==> config.mk <==
export PLATFORM = sky130hd
export DESIGN_NAME = xy_packet_injector
export DESIGN_NICKNAME = d
export VERILOG_FILES = /design/src/rtl/xy_packet_injector.sv
export SDC_FILE = /design/constraint.sdc
export NUM_CORES = 1
export LEC_CHECK = 0
export ABC_CLOCK_PERIOD_IN_PS = 3150
export CAP_MARGIN = 20
export CORE_MARGIN = 10
export CORE_UTILIZATION = 45
export DETAILED_ROUTE_END_ITERATION = 10
export PLACE_DENSITY = 0.79
export RECOVER_POWER = 50
export SYNTH_ARGS = -nofsm -noshare
export SYNTH_HDL_FRONTEND = slang
export SYNTH_SLANG_ARGS = --single-unit
==> constraint.sdc <==
create_clock -name clk -period 3.15 [get_ports clk]
set_input_delay 0.315 -clock clk [delete_from_list [all_inputs] [get_ports clk]]
set_output_delay 0.315 -clock clk [all_outputs]
set_load 0.03 [all_outputs]
==> src/rtl/xy_packet_injector.sv <==
// xy_packet_injector: source-side network interface for the 2D mesh.
// Turns a packet request (destination, body length) plus a payload word
// stream into head/body/tail flits for the local router input port, under
// credit-based flow control (one credit per downstream flit slot).
// Optional feature: define XY_INJ_STATS_EN to add the pkt_cnt/drop_cnt
// statistics outputs; without it the block has no statistics at all.
module xy_packet_injector #(
  parameter int NX      = 4,
  parameter int NY      = 3,
  parameter int Xw      = 2,
  parameter int Yw      = 2,
  parameter int Fw      = 32,
  parameter int MAX_LEN = 15,
  parameter int CREDITS = 4,
  parameter int LENw    = $clog2(MAX_LEN + 1),
  parameter int CRw     = $clog2(CREDITS + 1)
) (
  input  logic            clk,
  input  logic            reset,
  input  logic [Xw-1:0]   current_x,
  input  logic [Yw-1:0]   current_y,
  input  logic            req_valid,
  output logic            req_ready,
  input  logic [Xw-1:0]   req_dest_x,
  input  logic [Yw-1:0]   req_dest_y,
  input  logic [LENw-1:0] req_len,
  input  logic            payload_valid,
  output logic            payload_ready,
  input  logic [Fw-1:0]   payload_data,
  output logic            flit_wr,
  output logic            flit_head,
  output logic            flit_tail,
  output logic [Fw-1:0]   flit_data,
  input  logic            credit_in,
  output logic            err
`ifdef XY_INJ_STATS_EN
  ,
  output logic [15:0]     pkt_cnt,
  output logic [7:0]      drop_cnt
`endif
);

  typedef enum logic [1:0] {IDLE, HEAD, BODY} state_t;

  state_t          state_q;
  logic [Xw-1:0]   dest_x_q, src_x_q;
  logic [Yw-1:0]   dest_y_q, src_y_q;
  logic [LENw-1:0] len_q, rem_q;
  logic [CRw-1:0]  cr_q, cr_d;
  logic            cr_ovf;
  logic            flit_wr_q, flit_head_q, flit_tail_q, err_q;
  logic [Fw-1:0]   flit_data_q;

  logic has_credit, send, tail_send, req_illegal, reject;

  assign has_credit  = (cr_q != '0);
  // A flit leaves this cycle: the head in HEAD, or a body word on handshake.
  assign send        = has_credit &&
                       ((state_q == HEAD) || ((state_q == BODY) && payload_valid));
  assign tail_send   = send && (((state_q == HEAD) && (len_q == '0)) ||
                                ((state_q == BODY) && (rem_q == LENw'(1))));
  assign req_illegal = (int'(req_dest_x) >= NX) || (int'(req_dest_y) >= NY) ||
                       (int'(req_len) > MAX_LEN);
  assign reject      = (state_q == IDLE) && req_valid && req_illegal;

  assign req_ready     = (state_q == IDLE);
  assign payload_ready = (state_q == BODY) && has_credit;

  assign flit_wr   = flit_wr_q;
  assign flit_head = flit_head_q;
  assign flit_tail = flit_tail_q;
  assign flit_data = flit_data_q;
  assign err       = err_q;

  // Credit counter next state: a send and a returned credit cancel out;
  // a credit returned while already full saturates and flags an error.
  always_comb begin
    // NOTE: every always_comb output gets a default first so no path leaves it unassigned (no latch).
    cr_d   = cr_q;
    cr_ovf = 1'b0;
    if (send && !credit_in) begin
      cr_d = cr_q - CRw'(1);
    end else if (credit_in && !send) begin
      if (cr_q == CRw'(CREDITS)) cr_ovf = 1'b1;
      else                       cr_d   = cr_q + CRw'(1);
    end
  end

  // Packet FSM with registered flit outputs, credit counter and error pulse.
  always_ff @(posedge clk) begin
    // NOTE: sequential state uses non-blocking (<=) so all registers update together at the edge.
    if (reset) begin
      state_q     <= IDLE;
      cr_q        <= CRw'(CREDITS);
      rem_q       <= '0;
      len_q       <= '0;
      dest_x_q    <= '0;
      dest_y_q    <= '0;
      src_x_q     <= '0;
      src_y_q     <= '0;
      flit_wr_q   <= 1'b0;
      flit_head_q <= 1'b0;
      flit_tail_q <= 1'b0;
      flit_data_q <= '0;
      err_q       <= 1'b0;
    end else begin
      cr_q      <= cr_d;
      flit_wr_q <= 1'b0;
      err_q     <= reject || cr_ovf;
      unique case (state_q)
        IDLE: begin
          if (req_valid && !req_illegal) begin
            dest_x_q <= req_dest_x;
            dest_y_q <= req_dest_y;
            len_q    <= req_len;
            src_x_q  <= current_x;
            src_y_q  <= current_y;
            state_q  <= HEAD;
          end
        end
        HEAD: begin
          if (send) begin
            flit_wr_q   <= 1'b1;
            flit_head_q <= 1'b1;
            flit_tail_q <= (len_q == '0);
            // Head layout from LSB: dest_x, dest_y, src_x, src_y, len; rest zero.
            flit_data_q <= Fw'({len_q, src_y_q, src_x_q, dest_y_q, dest_x_q});
            rem_q       <= len_q;
            state_q     <= (len_q == '0) ? IDLE : BODY;
          end
        end
        BODY: begin
          if (send) begin
            flit_wr_q   <= 1'b1;
            flit_head_q <= 1'b0;
            flit_tail_q <= (rem_q == LENw'(1));
            flit_data_q <= payload_data;
            rem_q       <= rem_q - LENw'(1);
            if (rem_q == LENw'(1)) state_q <= IDLE;
          end
        end
        default: state_q <= IDLE;
      endcase
    end
  end

`ifdef XY_INJ_STATS_EN
  logic [15:0] pkt_cnt_q;
  logic [7:0]  drop_cnt_q;

  assign pkt_cnt  = pkt_cnt_q;
  assign drop_cnt = drop_cnt_q;

  // Statistics: wrapping count of completed packets, saturating count of drops.
  always_ff @(posedge clk) begin
    if (reset) begin
      pkt_cnt_q  <= '0;
      drop_cnt_q <= '0;
    end else begin
      if (tail_send) pkt_cnt_q <= pkt_cnt_q + 16'd1;
      if (reject && (drop_cnt_q != 8'hFF)) drop_cnt_q <= drop_cnt_q + 8'd1;
    end
  end
`endif

endmodule
==> results.json, run 1 <==
{
  "routedWlPerCell_um": 15.0,
  "grt_remaining_overflow": 0,
  "dr.first_iter.drc_count": 81,
  "syn2layout_area_growth_pct": 44.6,
  "yosys_warnings": 0,
  "start_util": 0.465,
  "yosys.cell_count.top_type": "dfxtp_1",
  "htreeDepth": 3,
  "yosys.area.top_type": "dfxtp_1",
  "grt_antenna_before_repair": 0,
  "power_density_nw_per_um2": 801,
  "drc": 0,
  "tns_ns": 0,
  "drt-total-wl_um": 6700,
  "grt_max_degree": 47,
  "setup_viol": 0,
  "grt_pass1_wl_um": 10900,
  "synth_seq_cells": 57,
  "yosysSeqAreaShare": 0.446,
  "peakVddDrop_mv": 0.477,
  "root_buffer": "clkbuf_8",
  "dieArea_sq_um": 9110,
  "post_cts_buffers": 0,
  "layout_worst_path_cycle_share": 0.817,
  "crit_path_top_delay_cell": "clkdlybuf4s50_1",
  "clock-sinks": 57,
  "hp-class": "reg -> reg",
  "ant_nets": 0,
  "hold_ws_ns": 0.447,
  "hold_violations": 0,
  "place_hpwl_um": 4900,
  "firstDrtPassIters": 5,
  "clkLatencyLatePin_ns": 0.33,
  "crit_chain": "inv_1, ha_2, inv_1, nor2_1, clkdlybuf4s50_1",
  "drv_cap": 0,
  "syn-cell-area_sq_um": 2560,
  "async_reset_ff_frac": 0,
  "syn_avg_cell_area_sq_um": 8.95,
  "pin_count": 87,
  "num_antenna_cells": 0,
  "grtUsageTotal": 0.151,
  "synthTopCellsByCount": "dfxtp_1 (57), nor2_1 (34), nand2_1 (33), a21oi_1 (30), nand3_1 (22)",
  "cpMostUsedCell": "inv_1",
  "synthCells": 286,
  "synth_top_area_frac": 0.446,
  "rsz0062_at_grt": "no",
  "post-route-util": 0.672,
  "synth-edff-count": 0,
  "synth_cell_type_count": 45,
  "crit_required_ns": 2.83,
  "drive_above_1_share": 0.110,
  "viasPerCell": 5.05,
  "slowest_delay_ns": 0.71,
  "cts_resized": 0,
  "core_sq_um": 5510,
  "yosys-top-cells-area": "dfxtp_1 (45%), mux2i_1 (7.8%), a21oi_1 (5.9%)",
  "cts_tree": "built",
  "endpoint_kind": "primary output",
  "rows": 27,
  "chipHeight_um": 95.4,
  "crit_fanout": 21,
  "outcome": "finished, final reports clean",
  "crit_type": "reg -> out",
  "cp.arrival_ns": 2.26,
  "clk_path_buf_depth": 2,
  "maxSlewViolCount": 0,
  "relSlewSlack": 0.383,
  "synth_nets": 344,
  "gp_congestion": 0.760,
  "cts_made_buffers": 9,
  "portBuffers": 86,
  "die_w_um": 95.4,
  "start_kind": "flop",
  "postCtsHoldBufs": 0,
  "vias": 2254,
  "power.leakage_nw": 1.46,
  "tightest_slew_ns": 0.925,
  "fin_crit_ns": 2.57,
  "ys.flop_type": "dfxtp_1",
  "grt_pass1_vias": 2255,
  "fmaxAchievable_mhz": 389,
  "path_clk_slew_ns": 0.06,
  "fin_nets": 427,
  "fin_skew_ns": 0.00456
}
-- through the flow --
step	std cells	setup WS, ns	area [sq um]	power (mW)
after global routing	446	0.414	3700	3.15
after detailed placement	430	0.675	3440	2.15
after global placement	430	0.735	3440	2.13
after CTS	446	0.553	3700	3.04
final	446	0.576	3700	2.96
after floorplan	286	0.794	2560	1.81
-- cell usage in the layout (no fill, tap or decap), types with 3 or more instances in the layout --
cell / n
dfxtp_1: 57
clkdlybuf4s50_1: 49
dlygate4sd3_1: 36
nor2_1: 34
nand2_1: 33
a21oi_1: 30
nand3_1: 22
mux2i_1: 20
clkbuf_8: 12
inv_1: 11
a211oi_2: 10
ha_1: 8
nor3_1: 5
o21ai_0: 4
buf_4: 4
a211oi_1: 3
bufinv_16: 3
-- report_power, final --
part	internal, mW	switching (mW)
Clock	0.590	0.286
Combinational	0.442	0.713
Sequential	0.855	0.0773
Total	1.89	1.08
-- worst max-delay path: cells and delay by family (launching register included) --
kind	cells	cell delay, ns
fa+ha+maj	1	0.43
buf+inv	3	1.04
flops	1	0.31
simple gates	1	0.14
-- kinds of logic after synthesis --
kind of cell | after synthesis | share of synthesized area
xor gates and xnor gates | 3 | 0.0103
DFF | 57 | 0.446
adders and majority gates | 9 | 0.0440
AOI/OAI and AO/OA | 63 | 0.182
buffers and inverters | 29 | 0.0547
and+or+nand+nor | 105 | 0.185
muxes | 20 | 0.0782
-- sequential cells by signal, summed over array words and instances, names as in the netlist, 2 cells and up --
name       cells
dest_y_q       2
flit_data     32
cr_q           3
src_x_q        2
state_q        2
dest_x_q       2
src_y_q        2
len_q          4
rem_q          4
-- path summary, 6_finish.rpt --
kind / start / endpoint / slack [ns] / cells after the start
max reg2reg: state_q[0]$_SDFFE_PP0P_ / cr_q[2]$_SDFFE_PP1P_ / 0.64 / 12
min reg2reg: flit_data[15]$_SDFFE_PP0P_ / flit_data[15]$_SDFFE_PP0P_ / 0.45 / 2
max: state_q[0]$_SDFFE_PP0P_ / payload_ready / 0.58 / 5
min: flit_data[15]$_SDFFE_PP0P_ / flit_data[15]$_SDFFE_PP0P_ / 0.45 / 2
-- cell type report --
type                            instances  area (sq um)
Multi-Input combinational cell        200          1280
Clock inverter                          4          97.6
Timing Repair Buffer                   90           886
Clock buffer                           12           165
Tap cell                               72          90.1
Fill cell                             438          1800
Inverter                               11          41.3
Sequential cell                        57          1140
-- layer usage --
metal | wire [um] | GRT usage | vias up
met5 | 0 | 0 | -
met2 | 3470 | 0.253 | 50
met1 | 2730 | 0.169 | 1040
met3 | 393 | 0.0621 | 6
met4 | 106 | 0.0516 | 0
li1 | - | - | 1158
Note: power is estimated with default switching activity, not from simulation.
==> inputs of run 2 (changes only) <==
--- a/config.mk
+++ b/config.mk
@@ -5,7 +5,7 @@
 export SDC_FILE = /design/constraint.sdc
 export NUM_CORES = 1
 export LEC_CHECK = 0
-export ABC_CLOCK_PERIOD_IN_PS = 3150
+export ABC_CLOCK_PERIOD_IN_PS = 2420
 export CAP_MARGIN = 20
 export CORE_MARGIN = 10
 export CORE_UTILIZATION = 45
==> constraint.sdc (replaced) <==
create_clock -name clk -period 2.42 [get_ports clk]
set_input_delay 0.242 -clock clk [delete_from_list [all_inputs] [get_ports clk]]
set_output_delay 0.242 -clock clk [all_outputs]
set_load 0.03 [all_outputs]
==> results.json, run 2 (same netlist as run 1, synthesis figures left out) <==
{
  "outcome": "finished, final reports clean",
  "place_hpwl_um": 4780,
  "endpoint_kind": "flop",
  "vias": 2308,
  "clk_path_buf_depth": 2,
  "grt_max_degree": 51,
  "firstDrtPassIters": 4,
  "post-route-util": 0.668,
  "htreeDepth": 3,
  "nFillCells": 466,
  "tns_ns": 0,
  "post_cts_buffers": 0,
  "power_frac_comb": 0.413,
  "power.internal_mw": 2.24,
  "syn2layout_area_growth_pct": 43.7,
  "drt-total-wl_um": 6660,
  "rows": 27,
  "peakVddDrop_mv": 0.602,
  "crit_required_ns": 2.64,
  "grtUsageTotal": 0.146,
  "viasPerCell": 5.17,
  "routedWlPerCell_um": 14.9,
  "cts_tree": "built",
  "cts_made_buffers": 9,
  "grt_busiest_layer": "met2",
  "gp_congestion": 0.779,
  "use_met2": 0.245,
  "clkLatencyLatePin_ns": 0.33,
  "clock-sinks": 57,
  "die_w_um": 95.4,
  "path_clk_slew_ns": 0.06,
  "portBuffers": 86,
  "hold_violations": 0,
  "maxSlewViolCount": 0,
  "cpMostUsedCell": "a21oi_1",
  "fmaxAchievable_mhz": 451,
  "dr.first_iter.drc_count": 113,
  "fin_skew_ns": 0.00939,
  "layout_common_cells": "dfxtp_1 (57), clkdlybuf4s50_1 (48), dlygate4sd3_1 (36)",
  "preCtsSetupSlack_ns": 0.0556,
  "use_met1": 0.163,
  "core_sq_um": 5510,
  "power_density_nw_per_um2": 990,
  "rsz0062_at_grt": "no",
  "drive_above_1_share": 0.112,
  "start_kind": "flop",
  "fin_nets": 427,
  "switching_share": 0.384,
  "postCtsHoldBufs": 0,
  "setup_viol": 0,
  "root_buffer": "clkbuf_8",
  "crit_fanout": 3,
  "largest_register_ff_count": 32,
  "met3_usage": 0.0463,
  "fin_crit_ns": 2.22,
  "final_common_cell": "dfxtp_1",
  "tightest_slew_ns": 0.610,
  "fin_ws_ns": 0.203,
  "switching_power_mw": 1.40,
  "layout_worst_path_cycle_share": 0.916,
  "ant_nets": 0,
  "crit_chain": "inv_1, ha_2, a21oi_1, or2_2, inv_1, ha_2, xor2_1, ha_1, a21oi_1, xnor2_1, and4_1, a21oi_1",
  "slowest_delay_ns": 0.32,
  "pin_count": 87,
  "cp.arrival_ns": 2.44,
  "grt_remaining_overflow": 0,
  "grt_antenna_before_repair": 0,
  "num_antenna_cells": 0,
  "relSlewSlack": 0.593,
  "power.leakage_nw": 1.45,
  "dieArea_sq_um": 9110,
  "crit_path_top_delay_cell": "dfxtp_1",
  "grt_pass1_vias": 2304,
  "hp-class": "in -> reg",
  "chipHeight_um": 95.4,
  "drc": 0,
  "start_util": 0.465,
  "drv_cap": 0,
  "crit_type": "reg -> reg",
  "power_frac_seq": 0.333,
  "grt_pass1_wl_um": 10600,
  "rrSetupSlack_ns": 0.20,
  "p_clk_frac": 0.254
}
==> run 2: changes by cell type in the layout (fill, tap and decap cells not counted), moves of 2 or more <==
cell,change
ha_1,-2
buf_4,-3
ha_2,+2
bufinv_16,-2
clkbuf_1,+2
buf_12,+2
==> run 2: final cells by class <==
class | instances | area [sq um] | area share
inverters | 11 | 41.3 | 0.0112
multi-input cells | 200 | 1290 | 0.350
repair buffers | 90 | 912 | 0.248
clock inverters | 2 | 35.0 | 0.00952
clock buffers | 14 | 173 | 0.0469
flip-flops and latches | 57 | 1140 | 0.310
well taps | 72 | 90.1 | 0.0245
==> run 2: path summary, 6_finish.rpt <==
check	startpoint	endpoint	cells past startpoint
hold reg to reg	flit_data[14]$_SDFFE_PP0P_	flit_data[14]$_SDFFE_PP0P_	2
setup reg to reg	state_q[0]$_SDFFE_PP0P_	cr_q[2]$_SDFFE_PP1P_	12
hold / removal	reset	src_x_q[0]$_SDFFE_PP0P_	2
setup / recovery	state_q[0]$_SDFFE_PP0P_	cr_q[2]$_SDFFE_PP1P_	12
==> run 2: power groups by stage <==
stage	Clock (mW)	Combinational, mW	Sequential, mW
6_report	0.924	1.50	1.21
5_1_grt	0.990	1.64	1.24
4_1_cts	0.942	1.60	1.22
3_5_place_dp	0	1.59	1.24
3_3_place_gp	0	1.57	1.23
2_1_floorplan	0	0.887	1.46
==> run 2: repair_timing <==
item | in CTS | in global routing
hold endpoints to repair | 0 | 0
resized for setup | 0 | 3
endpoints found under the setup margin | 0 | 2
==> run 2: stage by stage <==
step | total power [mW] | hold WS, ns | cells | area [sq um]
floorplan | 2.35 | 0.386 | 286 | 2560
global placement | 2.80 | 0.438 | 430 | 3470
detailed placement | 2.83 | 0.442 | 430 | 3470
CTS | 3.76 | 0.358 | 446 | 3680
global route | 3.87 | 0.376 | 446 | 3680
finish | 3.64 | 0.360 | 446 | 3680
==> run 2: layer usage <==
metal | vias up | part of all wire
met5 | - | 0
met4 | 0 | 0.022
met3 | 10 | 0.064
met2 | 55 | 0.50
met1 | 1087 | 0.41
li1 | 1156 | -
==> run 2: worst max-delay path: cells and delay by family (launching register included) <==
kind	cells	cell delay, ns
AOI/OAI and AO/OA	3	0.25
xor gates and xnor gates	2	0.22
adders and majority gates	3	0.61
buffers and inverters	2	0.19
DFF	1	0.32
and+or+nand+nor	2	0.50
==> inputs of run 3 (changes only) <==
--- a/config.mk
+++ b/config.mk
@@ -9,6 +9,7 @@
 export CAP_MARGIN = 20
 export CORE_MARGIN = 10
 export CORE_UTILIZATION = 45
+export CTS_CLUSTER_DIAMETER = 120
 export DETAILED_ROUTE_END_ITERATION = 10
 export PLACE_DENSITY = 0.79
 export RECOVER_POWER = 50
==> results of run 3 <==
Final layout, timing and power as in run 2 (identical DEF).
